==> config.mk <==
export PLATFORM = sky130hd
export DESIGN_NAME = bgr_startup_seq_flat
export DESIGN_NICKNAME = d
export VERILOG_FILES = /design/src/rtl/bgr_startup_seq_if.sv /design/src/rtl/bgr_startup_seq.sv /design/src/flat_wrapper.sv
export SDC_FILE = /design/constraint.sdc
export NUM_CORES = 1
export LEC_CHECK = 0
export CAP_MARGIN = 10
export CORE_ASPECT_RATIO = 1.2
export CORE_MARGIN = 10
export CORE_UTILIZATION = 58
export DETAILED_ROUTE_END_ITERATION = 16
export GPL_ROUTABILITY_DRIVEN = 0
export GPL_TIMING_DRIVEN = 1
export PLACE_DENSITY = 0.78
export SYNTH_ARGS = -nofsm -noshare
export SYNTH_HDL_FRONTEND = slang
export SYNTH_SLANG_ARGS = --single-unit
==> constraint.sdc <==
create_clock -name wb_clk_i -period 2.2 [get_ports wb_clk_i]
set_input_delay 0.66 -clock wb_clk_i [delete_from_list [all_inputs] [get_ports wb_clk_i]]
set_output_delay 0.66 -clock wb_clk_i [all_outputs]
set_load 0.01 [all_outputs]
==> src/rtl/bgr_startup_seq_if.sv <==
// Control/status bundle between the bandgap startup sequencer and its user.
// The master side drives the request and the raw bandgap flag; the slave side is the sequencer.
interface bgr_startup_seq_if;
    logic       enable;
    logic       vbg;
    logic       porst;
    logic       bgr_ready;
    logic       fault;
    logic       dropout;
    logic [1:0] retry_cnt;

    modport master (
        output enable,
        output vbg,
        input  porst,
        input  bgr_ready,
        input  fault,
        input  dropout,
        input  retry_cnt
    );

    modport slave (
        input  enable,
        input  vbg,
        output porst,
        output bgr_ready,
        output fault,
        output dropout,
        output retry_cnt
    );
endinterface

==> src/rtl/bgr_startup_seq.sv <==
// Bandgap startup sequencer: pulses porst, waits for vbg, requires a settle window before ready,
// retries on timeout and flags a sticky fault or dropout.
module bgr_startup_seq #(
    parameter int unsigned PORST_CYCLES   = 16,
    parameter int unsigned SETTLE_CYCLES  = 64,
    parameter int unsigned TIMEOUT_CYCLES = 1024,
    parameter int unsigned MAX_RETRY      = 3
) (
    input logic              wb_clk_i,
    input logic              rst_n,
    bgr_startup_seq_if.slave bus_io
);

    typedef enum logic [2:0] {
        StIdle,
        StPulse,
        StWaitVbg,
        StSettle,
        StReady,
        StFault
    } state_e;

    localparam logic [15:0] PulseLast = 16'(PORST_CYCLES - 1);
    localparam logic [15:0] TmoLast   = 16'(TIMEOUT_CYCLES - 1);
    localparam logic [15:0] SettleEnd = 16'(SETTLE_CYCLES);
    localparam logic [1:0]  RetryMax  = 2'(MAX_RETRY);

    state_e      state_q, state_d;
    logic [15:0] cnt_q, cnt_d;
    logic [1:0]  retry_q, retry_d;
    logic        porst_q, porst_d;
    logic        ready_q, ready_d;
    logic        fault_q, fault_d;
    logic        dropout_q, dropout_d;
    logic        vbg_meta_q, vbg_s_q;

    // vbg is asynchronous to wb_clk_i; only the second flop feeds the FSM.
    always_ff @(posedge wb_clk_i or negedge rst_n) begin
        if (!rst_n) begin
            vbg_meta_q <= 1'b0;
            vbg_s_q    <= 1'b0;
        end else begin
            vbg_meta_q <= bus_io.vbg;
            vbg_s_q    <= vbg_meta_q;
        end
    end

    always_ff @(posedge wb_clk_i or negedge rst_n) begin
        if (!rst_n) begin
            state_q   <= StIdle;
            cnt_q     <= '0;
            retry_q   <= '0;
            porst_q   <= 1'b0;
            ready_q   <= 1'b0;
            fault_q   <= 1'b0;
            dropout_q <= 1'b0;
        end else begin
            state_q   <= state_d;
            cnt_q     <= cnt_d;
            retry_q   <= retry_d;
            porst_q   <= porst_d;
            ready_q   <= ready_d;
            fault_q   <= fault_d;
            dropout_q <= dropout_d;
        end
    end

    // One shared counter serves pulse width, timeout and settle; every transition clears it.
    always_comb begin
        state_d   = state_q;
        cnt_d     = cnt_q;
        retry_d   = retry_q;
        porst_d   = 1'b0;
        ready_d   = 1'b0;
        fault_d   = 1'b0;
        dropout_d = dropout_q;

        if (!bus_io.enable) begin
            state_d   = StIdle;
            cnt_d     = '0;
            retry_d   = '0;
            dropout_d = 1'b0;
        end else begin
            unique case (state_q)
                StIdle: begin
                    state_d   = StPulse;
                    cnt_d     = '0;
                    retry_d   = '0;
                    dropout_d = 1'b0;
                    porst_d   = 1'b1;
                end
                StPulse: begin
                    if (cnt_q == PulseLast) begin
                        state_d = StWaitVbg;
                        cnt_d   = '0;
                    end else begin
                        cnt_d   = cnt_q + 16'd1;
                        porst_d = 1'b1;
                    end
                end
                StWaitVbg: begin
                    // A rising vbg_s wins over a coincident timeout.
                    if (vbg_s_q) begin
                        state_d = StSettle;
                        cnt_d   = '0;
                    end else if (cnt_q == TmoLast) begin
                        cnt_d = '0;
                        if (retry_q < RetryMax) begin
                            state_d = StPulse;
                            retry_d = retry_q + 2'd1;
                            porst_d = 1'b1;
                        end else begin
                            state_d = StFault;
                            fault_d = 1'b1;
                        end
                    end else begin
                        cnt_d = cnt_q + 16'd1;
                    end
                end
                StSettle: begin
                    if (!vbg_s_q) begin
                        state_d = StWaitVbg;
                        cnt_d   = '0;
                    end else if (cnt_q == SettleEnd) begin
                        state_d = StReady;
                        cnt_d   = '0;
                        ready_d = 1'b1;
                    end else begin
                        cnt_d = cnt_q + 16'd1;
                    end
                end
                StReady: begin
                    if (!vbg_s_q) begin
                        state_d   = StWaitVbg;
                        cnt_d     = '0;
                        dropout_d = 1'b1;
                    end else begin
                        ready_d = 1'b1;
                    end
                end
                StFault: begin
                    fault_d = 1'b1;
                end
                default: begin
                    state_d = StIdle;
                    cnt_d   = '0;
                end
            endcase
        end
    end

    assign bus_io.porst     = porst_q;
    assign bus_io.bgr_ready = ready_q;
    assign bus_io.fault     = fault_q;
    assign bus_io.dropout   = dropout_q;
    assign bus_io.retry_cnt = retry_q;

endmodule

==> src/flat_wrapper.sv <==
// flat-port wrapper written by rule: the top's interface ports become plain ports
module bgr_startup_seq_flat 
#(
    parameter int unsigned PORST_CYCLES   = 16,
    parameter int unsigned SETTLE_CYCLES  = 64,
    parameter int unsigned TIMEOUT_CYCLES = 1024,
    parameter int unsigned MAX_RETRY      = 3
)
  (wb_clk_i, rst_n, bus_io_enable, bus_io_vbg, bus_io_porst, bus_io_bgr_ready, bus_io_fault, bus_io_dropout, bus_io_retry_cnt);
  bgr_startup_seq_if bus_io_i ();
  input logic wb_clk_i;
  input logic rst_n;
  input wire logic [$bits(bus_io_i.enable)-1:0] bus_io_enable;
  input wire logic [$bits(bus_io_i.vbg)-1:0] bus_io_vbg;
  output wire logic [$bits(bus_io_i.porst)-1:0] bus_io_porst;
  output wire logic [$bits(bus_io_i.bgr_ready)-1:0] bus_io_bgr_ready;
  output wire logic [$bits(bus_io_i.fault)-1:0] bus_io_fault;
  output wire logic [$bits(bus_io_i.dropout)-1:0] bus_io_dropout;
  output wire logic [$bits(bus_io_i.retry_cnt)-1:0] bus_io_retry_cnt;
  assign bus_io_i.enable = bus_io_enable;
  assign bus_io_i.vbg = bus_io_vbg;
  assign bus_io_porst = bus_io_i.porst;
  assign bus_io_bgr_ready = bus_io_i.bgr_ready;
  assign bus_io_fault = bus_io_i.fault;
  assign bus_io_dropout = bus_io_i.dropout;
  assign bus_io_retry_cnt = bus_io_i.retry_cnt;
  bgr_startup_seq #(.PORST_CYCLES(PORST_CYCLES), .SETTLE_CYCLES(SETTLE_CYCLES), .TIMEOUT_CYCLES(TIMEOUT_CYCLES), .MAX_RETRY(MAX_RETRY)) u_core (.wb_clk_i(wb_clk_i), .rst_n(rst_n), .bus_io(bus_io_i));
endmodule
## Word-level counts from Yosys, hierarchy flattened

Cells that the tools add are included.
Widths: inputs -> output; s select.

| word-level totals | value |
|---|---|
| flip-flop bits (word level) | 27 |
| input bits | 4 |
| word-level logic and storage cells | 76 |
| output and inout port bits | 6 |

| cells by class | value |
|---|---|
| multiplexer cells | 41 |
| add/subtract/negate cells | 2 |
| equal/unequal tests | 18 |
| order comparisons | 1 |
| reduce and logical (&&, ||, !) cells | 5 |

Operators with widths:

| operator | number |
|---|---|
| $mux 16 | 7 |
| $pmux 16 s5 | 1 |
| $mux 3 | 8 |
| $pmux 3 s6 | 1 |
| $add 16x1->16 const B | 1 |
| $eq 16x10->1 const B | 1 |
| $eq 16x4->1 const B | 1 |
| $eq 16x7->1 const B | 1 |
| $mux 1 | 15 |
| $ne 3x2->1 const B | 3 |
| $mux 2 | 4 |
| $eq 3x2->1 const B | 2 |
| $eq 3x3->1 const B | 2 |
| $ne 3x1->1 const B | 2 |
| $ne 3x3->1 const B | 2 |
| $pmux 1 s2 | 3 |
| $reduce_and 5->1 | 1 |
| $ne 4x2->1 const B | 1 |
| $ne 4x4->1 const B | 1 |
| $pmux 2 s2 | 1 |
| $reduce_and 2->1 | 2 |
| $reduce_and 4->1 | 1 |
| $eq 3x1->1 const B | 1 |
| $logic_not 3->1 | 1 |
| 4 further kinds | 4 |

## Longest topological paths before layout

| depth | value |
|---|---|
| depth after elaboration | 6 |
| mapped depth | 8 |
| depth with buffers taken out | 7 |

## Worst setup path before layout

Ideal clock, no wire load.

| timing path | value |
|---|---|
| path kind | in2reg |
| start point | in bus_io_enable |
| end point | reg u_core.cnt_q[14] |
| slack | 0.417 ns |
| buffers on the path | 1 |
| setup time | 0.083 ns |
| stages | 6 |
| required time | 2.117 ns |
| arrival time | 1.701 ns |
| cells stage by stage | buf_6 -> inv_1 -> nor4_1 -> nand2_1 -> a2111o_1 -> o21ai_0 |

| between the ends | value |
|---|---|
| cells in the longest elaborated chain, start to end | 2 |
| elaborated cells between the ends (all ways) | 4 |
| those cells by class | 2 x eq/ne; 1 x mux; 1 x reduce/logical |

Ends and longest elaborated chain:

| item | RTL line | RTL |
|---|---|---|
| from (decl) | flat_wrapper.sv:13 | `input wire logic [$bits(bus_io_i.enable)-1:0] bus_io_enable;` |
| $ne 3x3->1 (no line) / $ne 2x2->1 (equally long branches) | -- |  |
| $reduce_and 2->1 (no line) | -- |  |
| to (signal assigned) | bgr_startup_seq.sv:59 | `cnt_q <= cnt_d;` |
| to (decl) | bgr_startup_seq.sv:29 | `logic [15:0] cnt_q, cnt_d;` |

Several ways; a longest one is shown, not always the timed one.
A chain may end at the register's enable or synchronous reset.

## Worst setup path in the final report

| timing path | value |
|---|---|
| start point | reg u_core.cnt_q[0] |
| end point | reg u_core.state_q[0] |

| between the ends | value |
|---|---|
| cells in the longest elaborated chain, start to end | 3 |
| elaborated cells between the ends (all ways) | 7 |
| those cells by class | 6 x eq/ne; 1 x reduce/logical |

Ends and longest elaborated chain:

| item | RTL line | RTL |
|---|---|---|
| $eq 16x7->1, or another cell as far along | bgr_startup_seq.sv:124 | `end else if (cnt_q == SettleEnd) begin` |
| $ne 4x4->1 (no line), or another cell as far along | -- |  |
| $reduce_and 5->1 (no line) (*) | -- |  |
| to (signal assigned) | bgr_startup_seq.sv:50 | `state_q <= StIdle;` |
| to (signal assigned) | bgr_startup_seq.sv:58 | `state_q <= state_d;` |
| to (decl) | bgr_startup_seq.sv:28 | `state_e state_q, state_d;` |

Mark *: on every way between the ends. The rest lies on a longest branch, timed or not.

==> metrics.txt <==
# TYPE chip_impl_metric gauge
chip_impl_metric{name="synth-simple-area-share",unit="%"} 30.6
chip_impl_metric{name="drc_violation_count_after_routing",unit=""} 0
chip_impl_metric{name="cts_htree_levels",unit=""} 1
chip_impl_metric{name="power.share.switching",unit="%"} 34.2
chip_impl_metric{name="path_clk_slew",unit="ns"} 0.14
chip_impl_metric{name="yosys.area_share.adder",unit="%"} 2.38
chip_impl_metric{name="detailedPlace.worstSlack",unit="ns"} -0.192
chip_impl_metric{name="multi_input_area",unit="sq um"} 837
chip_impl_metric{name="timing.final.max_slew_violations",unit=""} 0
chip_impl_metric{name="ys_seq_elements",unit=""} 27
chip_impl_metric{name="effective_utilization_at_floorplan",unit="%"} 61.3
chip_impl_metric{name="synth_fp_nets",unit=""} 166
chip_impl_metric{name="sequential_cell_area",unit="sq um"} 676
chip_impl_metric{name="synth-edff-count",unit=""} 0
chip_impl_metric{name="p_sw",unit="uW"} 400
chip_impl_metric{name="die_width",unit="um"} 67.6
chip_impl_metric{name="power.share.combinational",unit="%"} 30.4
chip_impl_metric{name="layout_setup_ws",unit="ns"} 0.126
chip_impl_metric{name="via_per_inst",unit=""} 6.23
chip_impl_metric{name="grt_overflow_total",unit=""} 0
chip_impl_metric{name="global_route_total_usage_across_every_layer",unit="%"} 14.3
chip_impl_metric{name="cts_hold_repair.buffers",unit=""} 0
chip_impl_metric{name="final_min_period_over_clock_period",unit="%"} 94.3
chip_impl_metric{name="layout-drive-gt1-share",unit="%"} 20.0
chip_impl_metric{name="setup_viol_count_final",unit=""} 0
chip_impl_info{name="cts_tree",value="built"} 1
chip_impl_metric{name="worst_hold_slack",unit="ns"} 0.377
chip_impl_metric{name="synth-compound-area-share",unit="%"} 12.3
chip_impl_metric{name="cp_max_fanout",unit=""} 3
chip_impl_info{name="hold_path.class",value="reg2reg"} 1
chip_impl_metric{name="fin_crit",unit="ns"} 2.07
chip_impl_info{name="start_kind",value="flop"} 1
chip_impl_metric{name="grt_first_pass_wirelength",unit="mm"} 6.22
chip_impl_metric{name="coreArea",unit="sq um"} 2580
chip_impl_info{name="dominantRegCellSynth",value="sky130_fd_sc_hd__dfrtp_1"} 1
chip_impl_metric{name="leakage",unit="nW"} 0.779
chip_impl_metric{name="cts.repair_timing.setup_buffer_count",unit=""} 0
chip_impl_metric{name="vdd_ir_drop_max",unit="mV"} 0.385
chip_impl_metric{name="power.density",unit="nW/um^2"} 649
chip_impl_metric{name="timing.slew.headroom",unit="%"} 71.1
chip_impl_metric{name="die_h",unit="um"} 77.2
chip_impl_metric{name="yosysSeqAreaShare",unit="%"} 42.8
chip_impl_metric{name="antenna_found_initial",unit=""} 0
chip_impl_metric{name="synth_xor_area_share",unit="%"} 3.88
chip_impl_metric{name="numClockSinks",unit=""} 27
chip_impl_metric{name="clock_latency",unit="ns"} 0.32
chip_impl_metric{name="flow.area_growth_from_synthesis",unit="%"} 14.2
chip_impl_metric{name="vias",unit=""} 1327
chip_impl_metric{name="cts.repair.resized",unit=""} 0
chip_impl_info{name="end_kind",value="flop"} 1
chip_impl_metric{name="detail_route.first_pass.iterations",unit=""} 5
chip_impl_metric{name="buffer_ports.inserted",unit=""} 9
chip_impl_metric{name="skew",unit="ns"} 0.00631
chip_impl_metric{name="core.rowCount",unit=""} 20
chip_impl_metric{name="route.antenna.remaining_nets",unit=""} 0
chip_impl_info{name="rsz0062_at_grt",value="false"} 1
chip_impl_metric{name="synth_warnings",unit=""} 0
chip_impl_metric{name="ys_types",unit=""} 51
chip_impl_metric{name="wire_per_inst",unit="um"} 16.4
chip_impl_info{name="synth_top_family_by_area",value="simple AND/OR/NAND/NOR gates"} 1
chip_impl_metric{name="post-dp-hpwl",unit="mm"} 2.64
chip_impl_metric{name="timing.final.hold_violations",unit=""} 0
chip_impl_metric{name="setup_tns_final",unit="ns"} 0
chip_impl_metric{name="final_core_utilization",unit="%"} 70.0
chip_impl_metric{name="timing.critical_path.arrival",unit="ns"} 2.28
chip_impl_metric{name="critical_path_required",unit="ns"} 2.41
chip_impl_metric{name="postSynthCellCount",unit=""} 159
chip_impl_metric{name="grt_max_degree",unit=""} 28
chip_impl_metric{name="share_clk_of_total_power",unit="%"} 18.2
chip_impl_metric{name="drv_cap",unit=""} 0
chip_impl_metric{name="cellInternalPower",unit="uW"} 769
chip_impl_metric{name="pwr-share-seq",unit="%"} 51.4
chip_impl_metric{name="floorplan.die_area",unit="sq um"} 5220
chip_impl_metric{name="async_flop_share",unit="%"} 100
chip_impl_metric{name="fmaxAchievable",unit="GHz"} 0.482
chip_impl_metric{name="number_of_nets_at_the_end_of_the_flow",unit=""} 188
chip_impl_metric{name="post_synth.cell_area_avg",unit="sq um"} 9.93
chip_impl_info{name="status",value="completed"} 1
chip_impl_metric{name="fill_cells",unit=""} 202
chip_impl_metric{name="synth_area",unit="sq um"} 1580
chip_impl_metric{name="muxShareOfSynthArea",unit="%"} 3.33
chip_impl_metric{name="worst_slew_pin_slew",unit="ns"} 0.433
chip_impl_metric{name="top_level_ports",unit=""} 10
chip_impl_metric{name="cts-buffers-inserted",unit=""} 3
chip_impl_info{name="clock_tree.root_cell",value="sky130_fd_sc_hd__clkbuf_4"} 1
chip_impl_metric{name="via_count_of_the_first_global_routing_pass",unit=""} 1373
chip_impl_metric{name="maximum_buffer_depth_of_the_clock_tree",unit=""} 2
chip_impl_metric{name="totalWireLength",unit="mm"} 3.49
chip_impl_info{name="setup.worst_path.class",value="reg2reg"} 1
chip_impl_metric{name="total_power",unit="mW"} 1.17
chip_impl_metric{name="detail_route.iter0.violations",unit=""} 159
chip_impl_metric{name="antenna-diode-count",unit=""} 0
kinds of logic (layout without fill, tap and decap cells):
family                     count (synthesis)  count (layout)
adders and majority gates                  3               3
xor gates and xnor gates                   7               7
muxes                                      5               5
DFF                                       27              27
and+or+nand+nor                           82              82
AOI/OAI and AO/OA                         25              25
buffers and inverters                     10              31
final timing paths:
kind | startpoint | cells past startpoint | slack [ns] | end
worst max-delay path | u_core.cnt_q[0] | 8 | 0.13 | u_core.state_q[0]
worst min-delay path | u_core.vbg_meta_q | 0 | 0.38 | u_core.vbg_s_q
worst max register to register | u_core.cnt_q[0] | 8 | 0.13 | u_core.state_q[0]
worst min register to register | u_core.vbg_meta_q | 0 | 0.38 | u_core.vbg_s_q
max in group asynchronous | rst_n | 2 | 1.25 | u_core.cnt_q[8]
min in group asynchronous | rst_n | 2 | 0.69 | u_core.bus_io.fault
per-layer routing:
| metal | part of all wire (%) | GRT usage (%) |
|---|---|---|
| met5 | 0 | 0 |
| met4 | 1.8 | 4.32 |
| met3 | 5.8 | 2.18 |
| met2 | 52 | 24.8 |
| met1 | 40 | 17.1 |
worst max-delay path, cell delays in order, from the launching register on:
cell and delay, ns:
sky130_fd_sc_hd__dfrtp_1 0.43, sky130_fd_sc_hd__inv_1 0.09, sky130_fd_sc_hd__ha_1 0.15, sky130_fd_sc_hd__nor4bb_1 0.32, sky130_fd_sc_hd__nand4_1 0.24, sky130_fd_sc_hd__o2bb2ai_1 0.24, sky130_fd_sc_hd__buf_4 0.16, sky130_fd_sc_hd__o21ai_0 0.22
sky130_fd_sc_hd__o41ai_2 0.11
synthesized netlist by cell type, types with 2 or more instances:
cell type,count,area [sq um]
sky130_fd_sc_hd__nand3_1,4,20.0
sky130_fd_sc_hd__a31oi_1,2,12.5
sky130_fd_sc_hd__nor4_1,4,25.0
sky130_fd_sc_hd__and2_1,2,12.5
sky130_fd_sc_hd__a2111o_1,2,22.5
sky130_fd_sc_hd__dfrtp_1,27,676
sky130_fd_sc_hd__and4_1,2,17.5
sky130_fd_sc_hd__xor2_1,6,52.6
sky130_fd_sc_hd__nand4_1,7,43.8
sky130_fd_sc_hd__nor2_1,19,71.3
sky130_fd_sc_hd__o22ai_1,4,25.0
sky130_fd_sc_hd__and3_1,4,25.0
sky130_fd_sc_hd__mux2i_1,3,30.0
sky130_fd_sc_hd__o21ai_0,6,30.0
sky130_fd_sc_hd__nand2_1,16,60.1
sky130_fd_sc_hd__buf_6,3,33.8
sky130_fd_sc_hd__inv_1,4,15.0
sky130_fd_sc_hd__o31ai_1,2,15.0
sky130_fd_sc_hd__nor3_1,5,25.0
sky130_fd_sc_hd__ha_1,3,37.5
sky130_fd_sc_hd__nor3_2,3,30.0
sky130_fd_sc_hd__mux2_2,2,22.5
registers in the layout, summed over array words and instances, names as in the netlist:
name                     cells
u_core.bus_io.bgr_ready      1
u_core.bus_io.dropout        1
u_core.bus_io.fault          1
u_core.bus_io.porst          1
u_core.bus_io.retry_cnt      2
u_core.cnt_q                16
u_core.state_q               3
u_core.vbg_meta_q            1
u_core.vbg_s_q               1
final cells by class:
class	instances	area share (%)
tap	33	2.29
clock buffer	4	1.46
sequential	27	37.5
multi-input combinational	122	46.4
inverter	4	0.833
timing repair buffer	23	11.5
power groups by stage:
stage | Sequential [mW] | Combinational, mW | Clock (mW)
final | 0.601 | 0.355 | 0.213
after global routing | 0.610 | 0.388 | 0.237
after CTS | 0.595 | 0.347 | 0.219
after detailed placement | 0.604 | 0.347 | 0
after global placement | 0.601 | 0.334 | 0
after floorplan | 0.576 | 0.268 | 0
layout by cell type (no fill, tap or decap), drive strengths merged, types with 2 or more instances in the layout:
| cell | count |
|---|---|
| a31oi | 2 |
| inv | 4 |
| and3 | 5 |
| mux2i | 3 |
| nor3 | 8 |
| nor3b | 2 |
| and4 | 4 |
| o31ai | 2 |
| nand2 | 17 |
| nor2 | 20 |
| nand3 | 4 |
| o22ai | 4 |
| ha | 3 |
| dfrtp | 27 |
| mux2 | 2 |
| and2 | 3 |
| buf | 14 |
| nor4 | 5 |
| o21ai | 6 |
| nand4 | 7 |
| a2111o | 2 |
| or2 | 2 |
| clkdlybuf4s50 | 9 |
| clkbuf | 4 |
| xor2 | 6 |
stage by stage:
step / cells / instance area (sq um)
2_1_floorplan: 159 / 1580
3_3_place_gp: 209 / 1770
3_5_place_dp: 209 / 1770
4_1_cts: 213 / 1790
5_1_grt: 213 / 1800
6_report: 213 / 1800
(Power assumes the default switching activity.)
